## config.mk

```make
export PLATFORM = sky130hd
export DESIGN_NAME = column_cursor_ctrl
export DESIGN_NICKNAME = d
export VERILOG_FILES = /design/src/rtl/column_cursor_pkg.sv /design/src/rtl/btn_edge_sync.sv /design/src/rtl/column_cursor_ctrl.sv
export SDC_FILE = /design/constraint.sdc
export NUM_CORES = 1
export LEC_CHECK = 0
export CORE_ASPECT_RATIO = 1.4
export CORE_MARGIN = 8
export CORE_UTILIZATION = 30
export CTS_CLUSTER_SIZE = 14
export DETAILED_ROUTE_END_ITERATION = 8
export GPL_ROUTABILITY_DRIVEN = 0
export PLACE_DENSITY = 0.64
export SLEW_MARGIN = 20
export SYNTH_ARGS = -nofsm -noshare
export SYNTH_HDL_FRONTEND = slang
export SYNTH_SLANG_ARGS = --single-unit
```

## constraint.sdc

```tcl
create_clock -name clk -period 1.8 [get_ports clk]
set_input_delay 0.54 -clock clk [delete_from_list [all_inputs] [get_ports clk]]
set_output_delay 0.54 -clock clk [all_outputs]
set_load 0.1 [all_outputs]
```

## src/rtl/column_cursor_pkg.sv

```systemverilog
// rtl/column_cursor_pkg.sv - shared types and wrap helpers for the column cursor controller
package column_cursor_pkg;

   typedef enum logic [1:0] {IDLE, REQ, DONE} state_t;

   // One wrapping step across n columns: dir=0 moves right, dir=1 moves left.
   function automatic int unsigned next_col(input int unsigned cur, input logic dir,
                                            input int unsigned n);
      int unsigned r;
      if (!dir) r = (cur == n - 1) ? 0 : cur + 1;
      else      r = (cur == 0) ? n - 1 : cur - 1;
      return r;
   endfunction

   function automatic int unsigned next_player(input int unsigned p, input int unsigned n);
      int unsigned r;
      r = (p == n - 1) ? 0 : p + 1;
      return r;
   endfunction

endpackage

```

## src/rtl/btn_edge_sync.sv

```systemverilog
// rtl/btn_edge_sync.sv - two-flop synchroniser plus delay flop giving a one-cycle press pulse
module btn_edge_sync (
   input  logic clk,
   input  logic rst,
   input  logic btn_i,
   output logic press_o
);

   logic sync1_q, sync2_q, dly_q;

   always_ff @(posedge clk) begin
      if (rst) begin
         sync1_q <= 1'b0;
         sync2_q <= 1'b0;
         dly_q   <= 1'b0;
      end else begin
         sync1_q <= btn_i;
         sync2_q <= sync1_q;
         dly_q   <= sync2_q;
      end
   end

   assign press_o = sync2_q & ~dly_q;

endmodule

```

## src/rtl/column_cursor_ctrl.sv

```systemverilog
// rtl/column_cursor_ctrl.sv - button-driven column cursor, drop request and turn rotation
// Optional COLUMN_CURSOR_AUTO_SKIP_FULL_EN: move presses skip over full columns.
module column_cursor_ctrl
   import column_cursor_pkg::*;
#(
   parameter  int NUM_COLS    = 16,
   parameter  int NUM_PLAYERS = 2,
   localparam int COL_W       = $clog2(NUM_COLS),
   localparam int PL_W        = $clog2(NUM_PLAYERS)
) (
   input  logic                clk,
   input  logic                rst,
   input  logic                move_btn,
   input  logic                select_btn,
   input  logic                dir,
   input  logic [NUM_COLS-1:0] col_full,
   input  logic                game_over,
   input  logic                drop_ready,
   output logic [COL_W-1:0]    cursor,
   output logic [PL_W-1:0]     player,
   output logic                drop_valid,
   output logic [COL_W-1:0]    drop_col,
   output logic [PL_W-1:0]     drop_player,
   output logic                reject,
   output logic                frozen
);

   logic move_press, select_press;

   btn_edge_sync u_move_sync (
      .clk     (clk),
      .rst     (rst),
      .btn_i   (move_btn),
      .press_o (move_press)
   );

   btn_edge_sync u_select_sync (
      .clk     (clk),
      .rst     (rst),
      .btn_i   (select_btn),
      .press_o (select_press)
   );

   state_t           state_q, state_d;
   logic [COL_W-1:0] cursor_q, cursor_d, drop_col_q, drop_col_d, move_tgt;
   logic [PL_W-1:0]  player_q, player_d, drop_player_q, drop_player_d;
   logic             reject_q, reject_d;

`ifdef COLUMN_CURSOR_AUTO_SKIP_FULL_EN
   int unsigned cand;
   logic        found;

   // Walk up to NUM_COLS-1 neighbours in dir; the first non-full one wins.
   always_comb begin
      move_tgt = cursor_q;
      cand     = 32'(cursor_q);
      found    = 1'b0;
      for (int k = 1; k < NUM_COLS; k++) begin
         cand = next_col(cand, dir, NUM_COLS);
         if (!found && !col_full[COL_W'(cand)]) begin
            move_tgt = COL_W'(cand);
            found    = 1'b1;
         end
      end
   end
`else
   assign move_tgt = COL_W'(next_col(32'(cursor_q), dir, NUM_COLS));
`endif

   always_comb begin
      state_d       = state_q;
      cursor_d      = cursor_q;
      player_d      = player_q;
      drop_col_d    = drop_col_q;
      drop_player_d = drop_player_q;
      reject_d      = 1'b0;
      if (game_over) begin
         state_d = DONE;
      end else begin
         case (state_q)
            IDLE: begin
               // Select takes precedence; a coincident move is dropped.
               if (select_press) begin
                  if (col_full[cursor_q]) begin
                     reject_d = 1'b1;
                  end else begin
                     state_d       = REQ;
                     drop_col_d    = cursor_q;
                     drop_player_d = player_q;
                  end
               end else if (move_press) begin
                  cursor_d = move_tgt;
               end
            end
            REQ: begin
               if (drop_ready) begin
                  state_d  = IDLE;
                  player_d = PL_W'(next_player(32'(player_q), NUM_PLAYERS));
               end
            end
            default: ;
         endcase
      end
   end

   always_ff @(posedge clk) begin
      if (rst) begin
         state_q       <= IDLE;
         cursor_q      <= '0;
         player_q      <= '0;
         drop_col_q    <= '0;
         drop_player_q <= '0;
         reject_q      <= 1'b0;
      end else begin
         state_q       <= state_d;
         cursor_q      <= cursor_d;
         player_q      <= player_d;
         drop_col_q    <= drop_col_d;
         drop_player_q <= drop_player_d;
         reject_q      <= reject_d;
      end
   end

   assign cursor      = cursor_q;
   assign player      = player_q;
   assign drop_valid  = (state_q == REQ);
   assign drop_col    = drop_col_q;
   assign drop_player = drop_player_q;
   assign reject      = reject_q;
   assign frozen      = (state_q == DONE);

endmodule
```

==> metrics, run 1 <==
die area=0.00569 mm^2; final setup vio count=0; cell row count=25; GRT overflow=0; sequential area share after synthesis=0.361; setup TNS=0 ps; Die W=66.1 um; Switching Share=0.268; WP data required=1940 ps; syn nets=133; IO buf count=35; status=finished, final reports clean; CP Launch Type=input pin; antenna viol nets, final=0; first-pass GRT wire length=4720 um; Pint=0.000702 W; PD cells=526 mW/mm^2; setup ws final=59.5 ps; Worst-Margin Slew=309 ps; nets@finish=178; Seq pwr share=0.456; Slew Limit Headroom=0.791; Cells after Synth=108; Synth Flop Type=dfxtp_1; RSZ-0062 raised after global routing=true; Pre-Repair DR Iteration Count=4; fraction of layout cells with a size suffix above 1=0.395; worst hold path type=flip-flop to flip-flop; iteration-0 DRC count of the detailed router=33; Max VDD drop=758 uV; WL final=2860 um; worst setup path class=input pin to flip-flop; Layout fillers=304; initial core utilization=0.311; clock latency on the worst-skew pair=250 ps; CTS Buf Count=3; Area growth syn-to-layout=73.6%; DP Worst Slack=-429 ps; fin util=0.541; Clk pwr share=0.308; overall power=0.000960 W; synthesized cell area=0.00105 mm^2; clock skew=3.57 ps; Hold Vio Cnt, Final=0; Tcrit/Tclk final=0.967; Synth async-reset ratio=0; cell area after layout=0.00183 mm^2; critical path fanouts, max=6; average size of a mapped cell=9.74 um^2; residual DRC count=0; detailed placer's ending HPWL=2090 um; ANT cells=0; Ports=36; CTS sink cnt=19; synth cell count leaders=dfxtp_1, nor2b_1, a21oi_1, nor2_1, nor3_1; # hold bufs at CTS=0; Vias/cell=4.99; Vias=958; Comb pwr share=0.236; fmax=575 MHz; Routed WL per cell=14.9 um; Final Max Slew Viols=0; CTS tree=yes; Core Region=0.00338 mm^2; Clock Root Buffer=clkbuf_8; die height=86.1 um; area leader, netlist=dfxtp_1; count leader, synth=dfxtp_1; Synth Register Bits=19; Psw=0.000258 W; crit path DAT=1880 ps; Tmin final=1740 ps; largest net degree at the start of global routing=25; main area contributors after synthesis=dfxtp_1, nor2b_1, o41ai_2, mux2_2, o21ai_2; CTS clock-pin slew for the worst setup and hold paths=70 ps; Pleak=0.690 nW; CTS Buffer Depth=2; Max Cap Violations=0; initial antenna violation count=0; top-area cell type share of the netlist area=0.361; Critical Path End Type=flip-flop; Total GRT Usage=0.0984; Unique masters post-synth=41; warnings from Yosys=0; H-tree depth=1; number of enable flip-flop cells after synthesis=0; vias in the first global route=1021; Post-DP Area=0.00163 mm^2
[power groups by stage]
stage                     combinational (W)  sequential (W)  clock [W]
final                              0.000227        0.000437   0.000296
after detailed placement           0.000196        0.000446          0
after global routing               0.000242        0.000439   0.000319
after global placement             0.000192        0.000446          0
after floorplan                   0.0000864        0.000458          0
after CTS                          0.000223        0.000437   0.000297
[layout by cell type, fill, tap and decap left out, types with 2 or more instances in the layout]
cell type         n
nor2_1            5
nand2b_1          2
o41ai_2           5
mux2_4            4
clkdlybuf4s50_1  12
dlygate4sd2_1     6
clkbuf_8          3
o21ai_4           2
clkdlybuf4s15_1   3
dfxtp_1          15
inv_1             4
buf_4            11
xnor2_1           2
nor2b_1          15
dfxtp_4           4
nor3_1            4
a21oi_1           4
mux2i_1           2
nand2_1           2
buf_12           14
o21ai_2           3
ha_1              2
[worst max-delay path: stages]
cell and delay, ps:
clkdlybuf4s50_1 410, mux2_4 290, o22ai_4 140, o211ai_4 130, buf_12 170, o21ai_2 110, o41ai_2 80
[cell families after synthesis]
group,count (synthesis),share of synthesized area
compound gates,28,0.234
fa+ha+maj,2,0.0238
flops,19,0.361
simple gates,36,0.210
buf+inv,13,0.0618
xor+xnor,3,0.0250
mux,7,0.0832
[layout make-up]
class	count	area, um^2	share of cell area
sequential	19	395	0.216
clock buffer	4	45.0	0.0247
tap	40	50.0	0.0274
timing repair buffer	48	598	0.327
inverter	5	18.8	0.0103
multi-input combinational	76	719	0.394
[per-layer routing]
| metal | GRT usage | wire (um) | vias to the layer above |
|---|---|---|---|
| met1 | 0.117 | 1260 | 445 |
| li1 | - | - | 477 |
| met2 | 0.173 | 1370 | 36 |
| met4 | 0.00585 | 0 | 0 |
| met5 | 0 | 0 | - |
| met3 | 0.0300 | 238 | 0 |
[stage by stage]
stage	hold WS, ps	instances
CTS	454	192
global placement	423	184
global route	465	192
finish	452	192
detailed placement	441	184
floorplan	414	108
[worst paths after layout]
| kind | from | to | slack [ps] | cells past startpoint |
|---|---|---|---|---|
| worst min-delay path | u_move_sync.sync1_q | u_move_sync.sync2_q | 450 | 1 |
| worst max-delay path | col_full[6] | drop_col[3] | 60 | 7 |
| worst max register to register | cursor[0] | drop_col[3] | 100 | 7 |
| worst min register to register | u_move_sync.sync1_q | u_move_sync.sync2_q | 450 | 1 |
[timing repair]
item	CTS	global route
buffers inserted	3	0
pin swaps	5	5
cloned	1	0
gates resized for setup	28	6
setup endpoints to repair	8	6
Power figures use the tool's default switching activity.
==> run 2, diff against run 1 <==
--- a/config.mk
+++ b/config.mk
@@ -11,6 +11,7 @@
 export CTS_CLUSTER_SIZE = 14
 export DETAILED_ROUTE_END_ITERATION = 8
 export GPL_ROUTABILITY_DRIVEN = 0
+export GPL_TIMING_DRIVEN = 0
 export PLACE_DENSITY = 0.64
 export SLEW_MARGIN = 20
 export SYNTH_ARGS = -nofsm -noshare
==> run 2 against run 1 <==
Compared with the run above:
- total power decreased by 4.3%
- clock skew decreased by 2.8 ps
- design area decreased by 10%
- first-iteration DRC count increased by 12%
- via count increased by 0.63%
- sequential share of layout area increased by 2.5 points
- die area unchanged
- clock power decreased by 2%
- utilization decreased by 5.7 points
- sequential cell count unchanged
- critical path depth unchanged
- largest cell class unchanged
==> metrics, run 2 (synthesis results as in run 1) <==
Tcrit/Tclk final=0.978 (+0.0113); fraction of layout cells with a size suffix above 1=0.386 (-0.00912); worst hold path type=flip-flop to flip-flop; Critical Path End Type=flip-flop; CTS sink cnt=19 (unchanged); residual DRC count=0 (unchanged); Final Max Slew Viols=0 (unchanged); met3 Usage GRT=0.0391 (+0.00913); cell row count=25 (unchanged); CP Launch Type=input pin; ANT cells=0 (unchanged); status=finished, final reports clean; detailed placer's ending HPWL=2110 um (+1.3%); fin util=0.484 (-0.0567); Max Cap Violations=0 (unchanged); H-tree depth=1 (unchanged); Worst-Margin Slew=694 ps (+385 ps); GRT overflow=0 (unchanged); fin cells=193 (+0.52%); Pre-Repair DR Iteration Count=4 (unchanged); fmax=568 MHz (-1.2%); crit path DAT=1880 ps (about the same); # hold bufs at CTS=0 (unchanged); Total GRT Usage=0.103 (+0.00440); setup TNS=0 ps (unchanged); antenna viol nets, final=0 (unchanged); Worst Reg-to-Reg Cells=7 (unchanged); Area growth syn-to-layout=55.4%; WL final=2900 um (+1.4%); grt met1 use=0.119 (+0.00134); clock skew=0.802 ps (-2.77 ps); Die W=66.1 um (unchanged); PD cells=562 mW/mm^2 (+6.9%); Hold Vio Cnt, Final=0 (unchanged); CTS Buf Count=3 (unchanged); Tmin final=1760 ps (+20.3 ps); first-pass GRT wire length=4660 um (-1.2%); initial antenna violation count=0 (unchanged); Hold Slack=445 ps (-7.91 ps); CTS clock-pin slew for the worst setup and hold paths=70 ps (about the same); vias in the first global route=986 (-3.4%); die height=86.1 um (unchanged); nets@finish=179 (+0.56%); met2 Resource Use GR=0.167 (-0.00623); CTS tree=yes; dpl cells=183 (-0.54%); final setup vio count=0 (unchanged); Vias=964 (+0.63%); critical path fanouts, max=5 (-1); WP data required=1920 ps (-20 ps); Max VDD drop=485 uV (-36%); worst setup path class=input pin to flip-flop; clock latency on the worst-skew pair=250 ps (about the same); Routed WL per cell=15.0 um (+0.87%); most frequent cells in the layout=nor2b_1, dfxtp_1, clkdlybuf4s15_2; die area=0.00569 mm^2 (unchanged); gr busiest metal=met2; Core Region=0.00338 mm^2 (unchanged); initial core utilization=0.311 (unchanged); Hold Path Depth=1 (unchanged); CTS Buffer Depth=2 (unchanged); Slew Limit Headroom=0.537 (-0.254); Vias/cell=4.99 (+0.10%); iteration-0 DRC count of the detailed router=37 (+12%); Clock Root Buffer=clkbuf_8; IO buf count=35 (unchanged); largest net degree at the start of global routing=12 (-52%); Ports=36 (unchanged); Pleak=0.627 nW (-9.2%)
[run 2: cell types whose count changed in the layout (fill, tap and decap cells not counted), moves of 3 or more]
cell,change
clkbuf_2,+4
buf_12,-14
buf_6,+3
buf_4,-5
clkdlybuf4s15_2,+11
[run 2: final timing paths]
path / startpoint / to / slack, ps
worst min-delay path: u_move_sync.sync1_q / u_move_sync.sync2_q / 440
worst min register to register: u_move_sync.sync1_q / u_move_sync.sync2_q / 440
worst max-delay path: col_full[6] / drop_col[0] / 40
worst max register to register: cursor[0] / drop_col[0] / 50
[run 2: per-stage QoR]
stage               area [um^2]  setup slack (ps)  power (W)
finish                     1640              39.3   0.000919
global route               1640             -35.4   0.000964
CTS                        1590              5.27   0.000920
detailed placement         1470              -536   0.000620
global placement           1470              -499   0.000616
floorplan                  1070              -462   0.000545
[run 2: report_power, final]
group	leakage [nW]	switching [W]	total [W]	internal, W
clock	0.0255	0.000136	0.000290	0.000154
combinational	0.444	0.000105	0.000197	0.0000922
sequential	0.158	0.00000617	0.000432	0.000426
total	0.627	0.000247	0.000919	0.000671
[run 2: final cells by class]
class,instances,area (um^2)
plain buffers,8,53.8
fillers,338,1740
well taps,40,50.0
clock buffers,3,41.3
repair buffers,41,392
flip-flops and latches,19,395
inverters,5,18.8
multi-input cells,76,679
clock inverters,1,5.00
[run 2: repair_timing]
item / in CTS / in global routing
gates resized for setup: 72 / 15
pin swaps: 7 / 2
buffers inserted: 4 / 1
endpoints found under the setup margin: 24 / 9
cloned: 1 / 0
[run 2: critical path, stage by stage]
cell and delay [ps]:
clkdlybuf4s50_1 400, mux2_4 280, o22ai_4 170, o211ai_4 130, buf_6 160, o21ai_2 120
o41ai_2 80
[run 2: metal layers]
layer,up-vias,routed length (um)
met3,5,241
met1,443,1240
met2,36,1390
met5,-,0
met4,0,34
li1,480,-
==> run 3, diff against run 2 <==
--- a/config.mk
+++ b/config.mk
@@ -6,14 +6,13 @@
 export NUM_CORES = 1
 export LEC_CHECK = 0
 export CORE_ASPECT_RATIO = 1.4
-export CORE_MARGIN = 8
+export CORE_MARGIN = 4
 export CORE_UTILIZATION = 30
 export CTS_CLUSTER_SIZE = 14
 export DETAILED_ROUTE_END_ITERATION = 8
 export GPL_ROUTABILITY_DRIVEN = 0
 export GPL_TIMING_DRIVEN = 0
 export PLACE_DENSITY = 0.64
-export SLEW_MARGIN = 20
 export SYNTH_ARGS = -nofsm -noshare
 export SYNTH_HDL_FRONTEND = slang
 export SYNTH_SLANG_ARGS = --single-unit
==> run 3 against run 2 <==
Compared with the run above:
- fmax is 0.82% higher
- hold slack better by 4.3 ps
- clock power hardly changed
- global-route usage is 2.1 points higher
- total power is 0.50% lower
- register-to-register slack better by 30 ps
- clock-buffer cell count is 1 higher
- via count is 0.93% higher
- sequential share of layout area is 0.24 points lower
- critical path type is now flip-flop to primary output
==> metrics, run 3 (synthesis results as in run 1) <==
flop-to-flop setup slack=80 ps (+30 ps); Vias=973 (+0.93%); buffer and inverter count on the worst path=1 (-1); Pint=0.000674 W (+0.42%); # hold bufs at CTS=0 (unchanged); Cell Chain, Critical Path=clkdlybuf4s15_2; PD cells=553 mW/mm^2 (-1.5%); Hold EP=u_select_sync.sync2_q; largest net degree at the start of global routing=11 (-1); Core Region=0.00338 mm^2 (unchanged); dpl cells=183 (unchanged); IO buf count=35 (unchanged); worst hold path type=flip-flop to flip-flop; CP Launch Type=flip-flop; die area=0.00453 mm^2 (-20%); crit path DAT=1210 ps (-670 ps); Vias/cell=5.04 (+0.93%); WP data required=1260 ps (-660 ps); Critical Path End Type=primary output; Worst Hold Launch=u_select_sync.sync1_q; CTS clock-pin slew for the worst setup and hold paths=70 ps (about the same); CTS tree=yes; CTS sink cnt=19 (unchanged); setup ws final=53.6 ps (+14.3 ps); fraction of layout cells with a size suffix above 1=0.373 (-0.0131); Reg-to-Reg Start=cursor[0]; fin util=0.489 (+0.00482); detailed placer's ending HPWL=1950 um (-7.5%); fin cells=193 (unchanged); Total GRT Usage=0.124 (+0.0211); Tcrit/Tclk final=0.970 (-0.00797); Psw=0.000240 W (-3.0%); Clock Root Buffer=clkbuf_8; most frequent cells in the layout=nor2b_1, dfxtp_1, clkdlybuf4s50_1, clkdlybuf4s15_2, buf_4; Worst-Margin Slew=556 ps (-138 ps); Tmin final=1750 ps (-14.3 ps); RSZ-0062 raised after global routing=true; worst setup path class=flip-flop to primary output; iteration-0 DRC count of the detailed router=10 (-73%); R2R Path End=drop_col[3]; ANT cells=0 (unchanged); Routed WL per cell=14.0 um (-6.8%); family with the most delay on the worst path=buffers and inverters; critical path fanouts, max=3 (-2); Die W=58.1 um (-12%); initial antenna violation count=0 (unchanged); Area growth syn-to-layout=57.0%; CP max-delay cell=clkdlybuf4s15_2; Pleak=0.626 nW (-0.17%); Ports=36 (unchanged); WL final=2700 um (-6.8%); vias in the first global route=1038 (+5.3%); Switching Share=0.262 (-0.00676); Slew Limit Headroom=0.631 (+0.0934); Clk pwr share=0.314 (-0.002); nets@finish=179 (unchanged); clock skew=5.09 ps (+4.29 ps); GRT overflow=0 (unchanged); Hold Path Depth=1 (unchanged); cell row count=25 (unchanged); clock latency on the worst-skew pair=250 ps (about the same); setup TNS=0 ps (unchanged); Pre-Repair DR Iteration Count=4 (unchanged); initial core utilization=0.311 (unchanged); Hold Vio Cnt, Final=0 (unchanged); DP Worst Slack=-491 ps (+44.9 ps); Comb pwr share=0.213 (about the same); final setup vio count=0 (unchanged); CTS Buffer Depth=2 (unchanged); Seq pwr share=0.473 (+0.003); CTS Buf Count=3 (unchanged); die height=78.1 um (-9.3%); status=finished, final reports clean; Max VDD drop=421 uV (-13%); first-pass GRT wire length=4540 um (-2.7%); Final Max Slew Viols=0 (unchanged); CP max stage delay=580 ps (+180 ps); fmax=573 MHz (+0.82%); H-tree depth=1 (unchanged); Max Cap Violations=0 (unchanged); Worst Reg-to-Reg Cells=6 (-1); antenna viol nets, final=0 (unchanged); residual DRC count=0 (unchanged)
## run 3: how the worst max path moves through the flow
stage                      startpoint  depth (start not counted)          end
final                          player                          1       player
after global placement      game_over                          5    cursor[0]
after CTS                  state_q[1]                          2       frozen
after detailed placement    game_over                          5    cursor[0]
after floorplan            state_q[1]                          1       frozen
after global routing      col_full[6]                          7  drop_col[1]
## run 3: cell type report
type | instances | area (um^2)
flip-flops and latches | 19 | 395
fillers | 333 | 1730
repair buffers | 41 | 402
plain buffers | 8 | 53.8
inverters | 5 | 18.8
clock buffers | 4 | 45.0
well taps | 40 | 50.0
multi-input cells | 76 | 687
## run 3: repair_timing
item	CTS	global route
setup buffers	5	0
setup endpoints to repair	24	10
gates resized for setup	68	18
pin swaps	6	4
cloned	1	0
## run 3: stage by stage
step	total power, W	hold slack, ps	cell area [um^2]
2_1_floorplan	0.000545	414	1070
3_3_place_gp	0.000615	419	1470
3_5_place_dp	0.000619	427	1470
4_1_cts	0.000918	455	1600
5_1_grt	0.000958	468	1650
6_report	0.000914	449	1650
## run 3: power by group through the flow
stage | Sequential (W) | Combinational [W] | Clock, W
final | 0.000432 | 0.000195 | 0.000287
after CTS | 0.000432 | 0.000183 | 0.000303
after global routing | 0.000434 | 0.000209 | 0.000315
after floorplan | 0.000458 | 0.0000864 | 0
after global placement | 0.000441 | 0.000174 | 0
after detailed placement | 0.000442 | 0.000178 | 0
## run 3: metal layers
| layer | share of wire | track usage | vias to the layer above |
|---|---|---|---|
| li1 | - | - | 478 |
| met1 | 0.41 | 0.142 | 451 |
| met2 | 0.49 | 0.219 | 39 |
| met3 | 0.079 | 0.0296 | 5 |
| met4 | 0.019 | 0.0418 | 0 |
| met5 | 0 | 0 | - |
